<file path="src/rtl/beep_scheduler.sv">
// Three-source buzzer pattern scheduler (alarm > timer > key).
// Optional alarm preemption: define BEEP_SCHEDULER_PREEMPT_EN.
module beep_scheduler #(
   parameter int ON_CYCLES   = 20,
   parameter int GAP_CYCLES  = 10,
   parameter int ALARM_BEEPS = 4,
   parameter int TIMER_BEEPS = 2,
   parameter int KEY_BEEPS   = 1
) (
   input  logic       clk,
   input  logic       rst,
   input  logic       req_alarm,
   input  logic       req_timer,
   input  logic       req_key,
   input  logic       stop,
   output logic       buzzer,
   output logic       busy,
   output logic [1:0] grant,
   output logic       done
);

   localparam int MAXC =
      (ON_CYCLES > GAP_CYCLES) ? ON_CYCLES : GAP_CYCLES;
   localparam int MAXB0 =
      (ALARM_BEEPS > TIMER_BEEPS) ? ALARM_BEEPS : TIMER_BEEPS;
   localparam int MAXB =
      (MAXB0 > KEY_BEEPS) ? MAXB0 : KEY_BEEPS;
   localparam int CW = $clog2(MAXC + 1);
   localparam int BW = $clog2(MAXB + 1);

   typedef enum logic [1:0] {
      IDLE,
      ON,
      GAP,
      REST
   } state_t;

   state_t        state;
   logic [CW-1:0] cyc;
   logic [BW-1:0] beeps;
   logic          aborted;

   logic alarm_q;
   logic timer_q;
   logic key_q;
   logic pend_alarm;
   logic pend_timer;
   logic pend_key;

   logic edge_alarm;
   logic edge_timer;
   logic edge_key;
   logic take_alarm;
   logic take_timer;
   logic take_key;
   logic on_last;
   logic gap_last;
   logic preempt;

   assign edge_alarm = req_alarm & ~alarm_q;
   assign edge_timer = req_timer & ~timer_q;
   assign edge_key   = req_key & ~key_q;

   assign take_alarm = (state == IDLE) & pend_alarm;
   assign take_timer = (state == IDLE) & ~pend_alarm & pend_timer;
   assign take_key   = (state == IDLE) & ~pend_alarm & ~pend_timer
                       & pend_key;

   assign on_last  = (cyc == CW'(ON_CYCLES - 1));
   assign gap_last = (cyc == CW'(GAP_CYCLES - 1));

`ifdef BEEP_SCHEDULER_PREEMPT_EN
   assign preempt = pend_alarm & (grant != 2'd3)
                    & ((state == ON) | (state == GAP));
`else
   assign preempt = 1'b0;
`endif

   // previous request samples for rising-edge detection
   always_ff @(posedge clk) begin
      if (rst) begin
         alarm_q <= 1'b0;
         timer_q <= 1'b0;
         key_q   <= 1'b0;
      end else begin
         alarm_q <= req_alarm;
         timer_q <= req_timer;
         key_q   <= req_key;
      end
   end

   // saturating pending flags; a grant clears, a new edge re-sets
   always_ff @(posedge clk) begin
      if (rst || stop) begin
         pend_alarm <= 1'b0;
         pend_timer <= 1'b0;
         pend_key   <= 1'b0;
      end else begin
         pend_alarm <= (pend_alarm & ~take_alarm) | edge_alarm;
         pend_timer <= (pend_timer & ~take_timer) | edge_timer;
         pend_key   <= (pend_key & ~take_key) | edge_key;
      end
   end

   // pattern sequencer with registered outputs
   always_ff @(posedge clk) begin
      if (rst || stop) begin
         state   <= IDLE;
         cyc     <= '0;
         beeps   <= '0;
         aborted <= 1'b0;
         buzzer  <= 1'b0;
         busy    <= 1'b0;
         grant   <= 2'd0;
         done    <= 1'b0;
      end else begin
         done <= 1'b0;
         unique case (state)
            IDLE: begin
               cyc     <= '0;
               aborted <= 1'b0;
               unique case (1'b1)
                  take_alarm: begin
                     grant <= 2'd3;
                     beeps <= BW'(ALARM_BEEPS);
                  end
                  take_timer: begin
                     grant <= 2'd2;
                     beeps <= BW'(TIMER_BEEPS);
                  end
                  take_key: begin
                     grant <= 2'd1;
                     beeps <= BW'(KEY_BEEPS);
                  end
                  default: ;
               endcase
               if (take_alarm | take_timer | take_key) begin
                  state  <= ON;
                  buzzer <= 1'b1;
                  busy   <= 1'b1;
               end
            end
            ON: begin
               if (preempt) begin
                  state   <= REST;
                  buzzer  <= 1'b0;
                  cyc     <= '0;
                  aborted <= 1'b1;
               end else if (on_last) begin
                  buzzer <= 1'b0;
                  cyc    <= '0;
                  beeps  <= beeps - 1'b1;
                  state  <= (beeps == BW'(1)) ? REST : GAP;
               end else begin
                  cyc <= cyc + 1'b1;
               end
            end
            GAP: begin
               if (preempt) begin
                  state   <= REST;
                  cyc     <= '0;
                  aborted <= 1'b1;
               end else if (gap_last) begin
                  state  <= ON;
                  buzzer <= 1'b1;
                  cyc    <= '0;
               end else begin
                  cyc <= cyc + 1'b1;
               end
            end
            REST: begin
               if (gap_last) begin
                  state   <= IDLE;
                  cyc     <= '0;
                  busy    <= 1'b0;
                  grant   <= 2'd0;
                  done    <= ~aborted;
                  aborted <= 1'b0;
               end else begin
                  cyc <= cyc + 1'b1;
               end
            end
            default: state <= IDLE;
         endcase
      end
   end

endmodule

</file>
<file path="config.mk">
export PLATFORM = sky130hd
export DESIGN_NAME = beep_scheduler
export DESIGN_NICKNAME = d
export VERILOG_FILES = /design/src/rtl/beep_scheduler.sv
export SDC_FILE = /design/constraint.sdc
export NUM_CORES = 1
export LEC_CHECK = 0
export ABC_AREA = 1
export CAP_MARGIN = 20
export CORE_ASPECT_RATIO = 0.75
export CORE_MARGIN = 2
export CORE_UTILIZATION = 50
export DETAILED_ROUTE_END_ITERATION = 8
export GPL_ROUTABILITY_DRIVEN = 0
export HOLD_SLACK_MARGIN = 0.1
export PLACE_DENSITY_LB_ADDON = 0.25
export SYNTH_ARGS = -nofsm -noshare
export SYNTH_HDL_FRONTEND = slang
export SYNTH_SLANG_ARGS = --single-unit
</file>
<file path="constraint.sdc">
create_clock -name clk -period 1.83 [get_ports clk]
set_clock_uncertainty 0.15 [all_clocks]
set_input_delay 0.4575 -clock clk [delete_from_list [all_inputs] [get_ports clk]]
set_output_delay 0.4575 -clock clk [all_outputs]
set_load 0.02 [all_outputs]
</file>
==> flow_summary_export.csv <==
group,metric,value,unit
drt,drt-pass1-iter-count,4,
floorplan,die_h,45.2,µm
global_routing,grt_pass1_vias,821,
logic_synthesis,synth_nets,160,
sta,maxSlewHeadroom,78.9,%
clock_network,clkTransAtPathRegs,130,ps
flow_run,maxCapViolCount,0,
sta,post-route-min-period,1620,ps
place,post-dp-hpwl,1630,µm
clock_network,clock-root-buffer,"clkbuf_4",
worst_setup_path,critical-path-max-stage-delay,370,ps
sta,max_freq,0.616,GHz
logic_synthesis,yosysWarningCount,0,
final_layout,final_cell_mix,"30 x nand2_1, 24 x nor2_1, 21 x dfxtp_1",
sta,fin_crit_sh,88.6,%
worst_setup_path,crit_family,"flip-flops",
global_routing,grt_max_degree,14,
logic_synthesis,synth-main-ff-cell,"dfxtp_1",
drt,totalWireLength,2040,µm
drt,ant_nets,0,
floorplan,die_w,58.9,µm
floorplan,initial_core_util,54.7,%
drt,drc,0,
sta,setup_viol,0,
logic_synthesis,synth.cell_area,1130,µm²
hold_path,hold_path_class,"reg -> reg",
clock_network,cts_tree,"yes",
sta,setup-tns-final,0,ps
run_status,outcome,"complete, no violations",
final_layout,instances_no_fill,186,
final_layout,num_antenna_cells,0,
logic_synthesis,synth-xor-area-share,3.10,%
pwr,leakage,0.586,nW
logic_synthesis,synth_compound_area_share,5.43,%
logic_synthesis,synth_area_leaders,"dfxtp_1 37%, ha_1 11%, nand2_1 10%, nor2_1 8.0%, inv_1 5.3%",
sta,slew_violations,0,
drt,wl_per_cell,11.0,µm
place,dp_cells,182,
global_routing,antenna_found_initial,0,
place,io_buffers,10,
logic_synthesis,synth_cells,144,
logic_synthesis,synth_edf_count,0,
worst_setup_path,crit_fanout,2,
logic_synthesis,synthSimpleGateAreaFrac,36.5,%
final_layout,syn_to_final_growth,16.3,%
logic_synthesis,synth.distinct_cells,25,
logic_synthesis,synth_top_family_by_area,"simple AND/OR/NAND/NOR gates",
sta,hold_viol,0,
clock_network,clockBufferDepth,2,
clock_network,cts_setup_buffers,0,
clock_network,ctsHtreeMaxLevel,1,
global_routing,grt_pass1_wl,3550,µm
logic_synthesis,muxShareOfSynthArea,0,%
logic_synthesis,synth.largest_area_cell,"dfxtp_1",
pwr,p_per_area,775,nW/µm²
pwr,totalPowerFinal,0.00102,W
worst_setup_path,cp.required,1220,ps
worst_setup_path,startpoint_type,"register",
logic_synthesis,synth_area_per_cell,7.85,µm²
logic_synthesis,synthArstFlopShare,0,%
logic_synthesis,ys_ff_latch,21,
clock_network,cts_num_sinks,21,
worst_setup_path,crit_buf_inv,1,
worst_setup_path,cp_cell_sequence,"dlygate4sd2_1",
drt,drt_iter0_markers,26,
final_layout,final_common_cell,"nand2_1",
final_layout,nNetsFinal,179,
worst_setup_path,crit_path_top_delay_cell,"dfxtp_1",
floorplan,die_area,2660,µm²
global_routing,track_usage,18.1,%
sta,tightest_slew,316,ps
floorplan,ioPinCount,11,
drt,viasPerCell,4.72,
clock_network,clock_latency,310,ps
floorplan,row_count,14,
pwr,vdd_ir_drop_max,496,µV
worst_setup_path,crit_type,"reg -> out",
drt,num_vias,878,
sta,rsz0062_at_grt,"no",
worst_setup_path,critPathCaptureType,"output port",
logic_synthesis,synthAdderAreaFrac,11.1,%
clock_network,cts_buffers,3,
global_routing,grt_overflow,0,
worst_setup_path,cp.arrival,1010,ps
logic_synthesis,synth-seq-area-share,37.2,%
final_layout,drive_gt1_share,17.9,%
floorplan,coreArea,2070,µm²
logic_synthesis,synth_top_area_share,37.2,%
==> state kept, by name (all words and copies together) (netlist names) <==
register,flops
pend_key,1
buzzer,1
pend_timer,1
grant,2
key_q,1
busy,1
alarm_q,1
state,2
beeps,3
pend_alarm,1
cyc,5
done,1
timer_q,1
==> cell type report <==
cell class                 instances  area (µm²)
clock buffer                       3        22.5
clock inverter                     1        7.51
fill                             193         753
inverter                          20        75.1
multi-input combinational        103         634
sequential                        21         420
tap                               24        30.0
timing repair buffer              14         124
==> Yosys cell counts, types with 3 or more instances <==
cell,n
a21oi_1,5
xor2_1,3
dfxtp_1,21
nand2_4,3
ha_1,10
nand3_1,4
nor2_2,4
nand2_2,3
nor2_1,24
inv_1,16
o21ai_0,3
nand2_1,30
==> path summary, 6_finish.rpt <==
check	startpoint	to	slack (ps)	cells after the start
worst max-delay path	busy	busy	210	1
worst min-delay path	busy	busy	320	2
worst max register to register	state[0]	beeps[1]	260	7
worst min register to register	busy	busy	320	2
==> per-layer routing <==
| metal | up-vias | wire length (µm) | track usage [%] |
|---|---|---|---|
| met5 | - | 0 | 0 |
| met4 | 0 | 13 | 4.09 |
| met3 | 2 | 89 | 5.16 |
| met2 | 15 | 892 | 29.6 |
| met1 | 387 | 1040 | 23.9 |
| li1 | 474 | - | - |
==> power by group <==
| group | leakage, nW | switching [W] | internal, W |
|---|---|---|---|
| clock | 0.0139 | 0.000161 | 0.0000834 |
| combinational | 0.400 | 0.000166 | 0.000113 |
| sequential | 0.171 | 0.0000123 | 0.000482 |
==> what timing repair did <==
action,in CTS,in global routing
endpoints found under the hold margin,0,0
endpoints found under the setup margin,5,0
gates resized for setup,5,0
hold buffers,0,0
==> cell families after synthesis <==
logic type                 count (synthesis)
xor gates and xnor gates                   4
AOI/OAI and AO/OA                         11
and+or+nand+nor                           78
buffers and inverters                     20
adders and majority gates                 10
DFF                                       21
==> metrics by stage <==
stage | utilization [%] | cell area [µm²] | hold WS, ps | worst slack (ps)
4_1_cts | 63.6 | 1310 | 314 | 211
3_5_place_dp | 62.4 | 1290 | 298 | 40.5
3_3_place_gp | 62.4 | 1290 | 291 | 100
2_1_floorplan | - | 1130 | 283 | 314
6_report | 63.6 | 1310 | 322 | 208
5_1_grt | 63.6 | 1310 | 338 | 121
No activity file was read; power rests on OpenSTA's default activity.
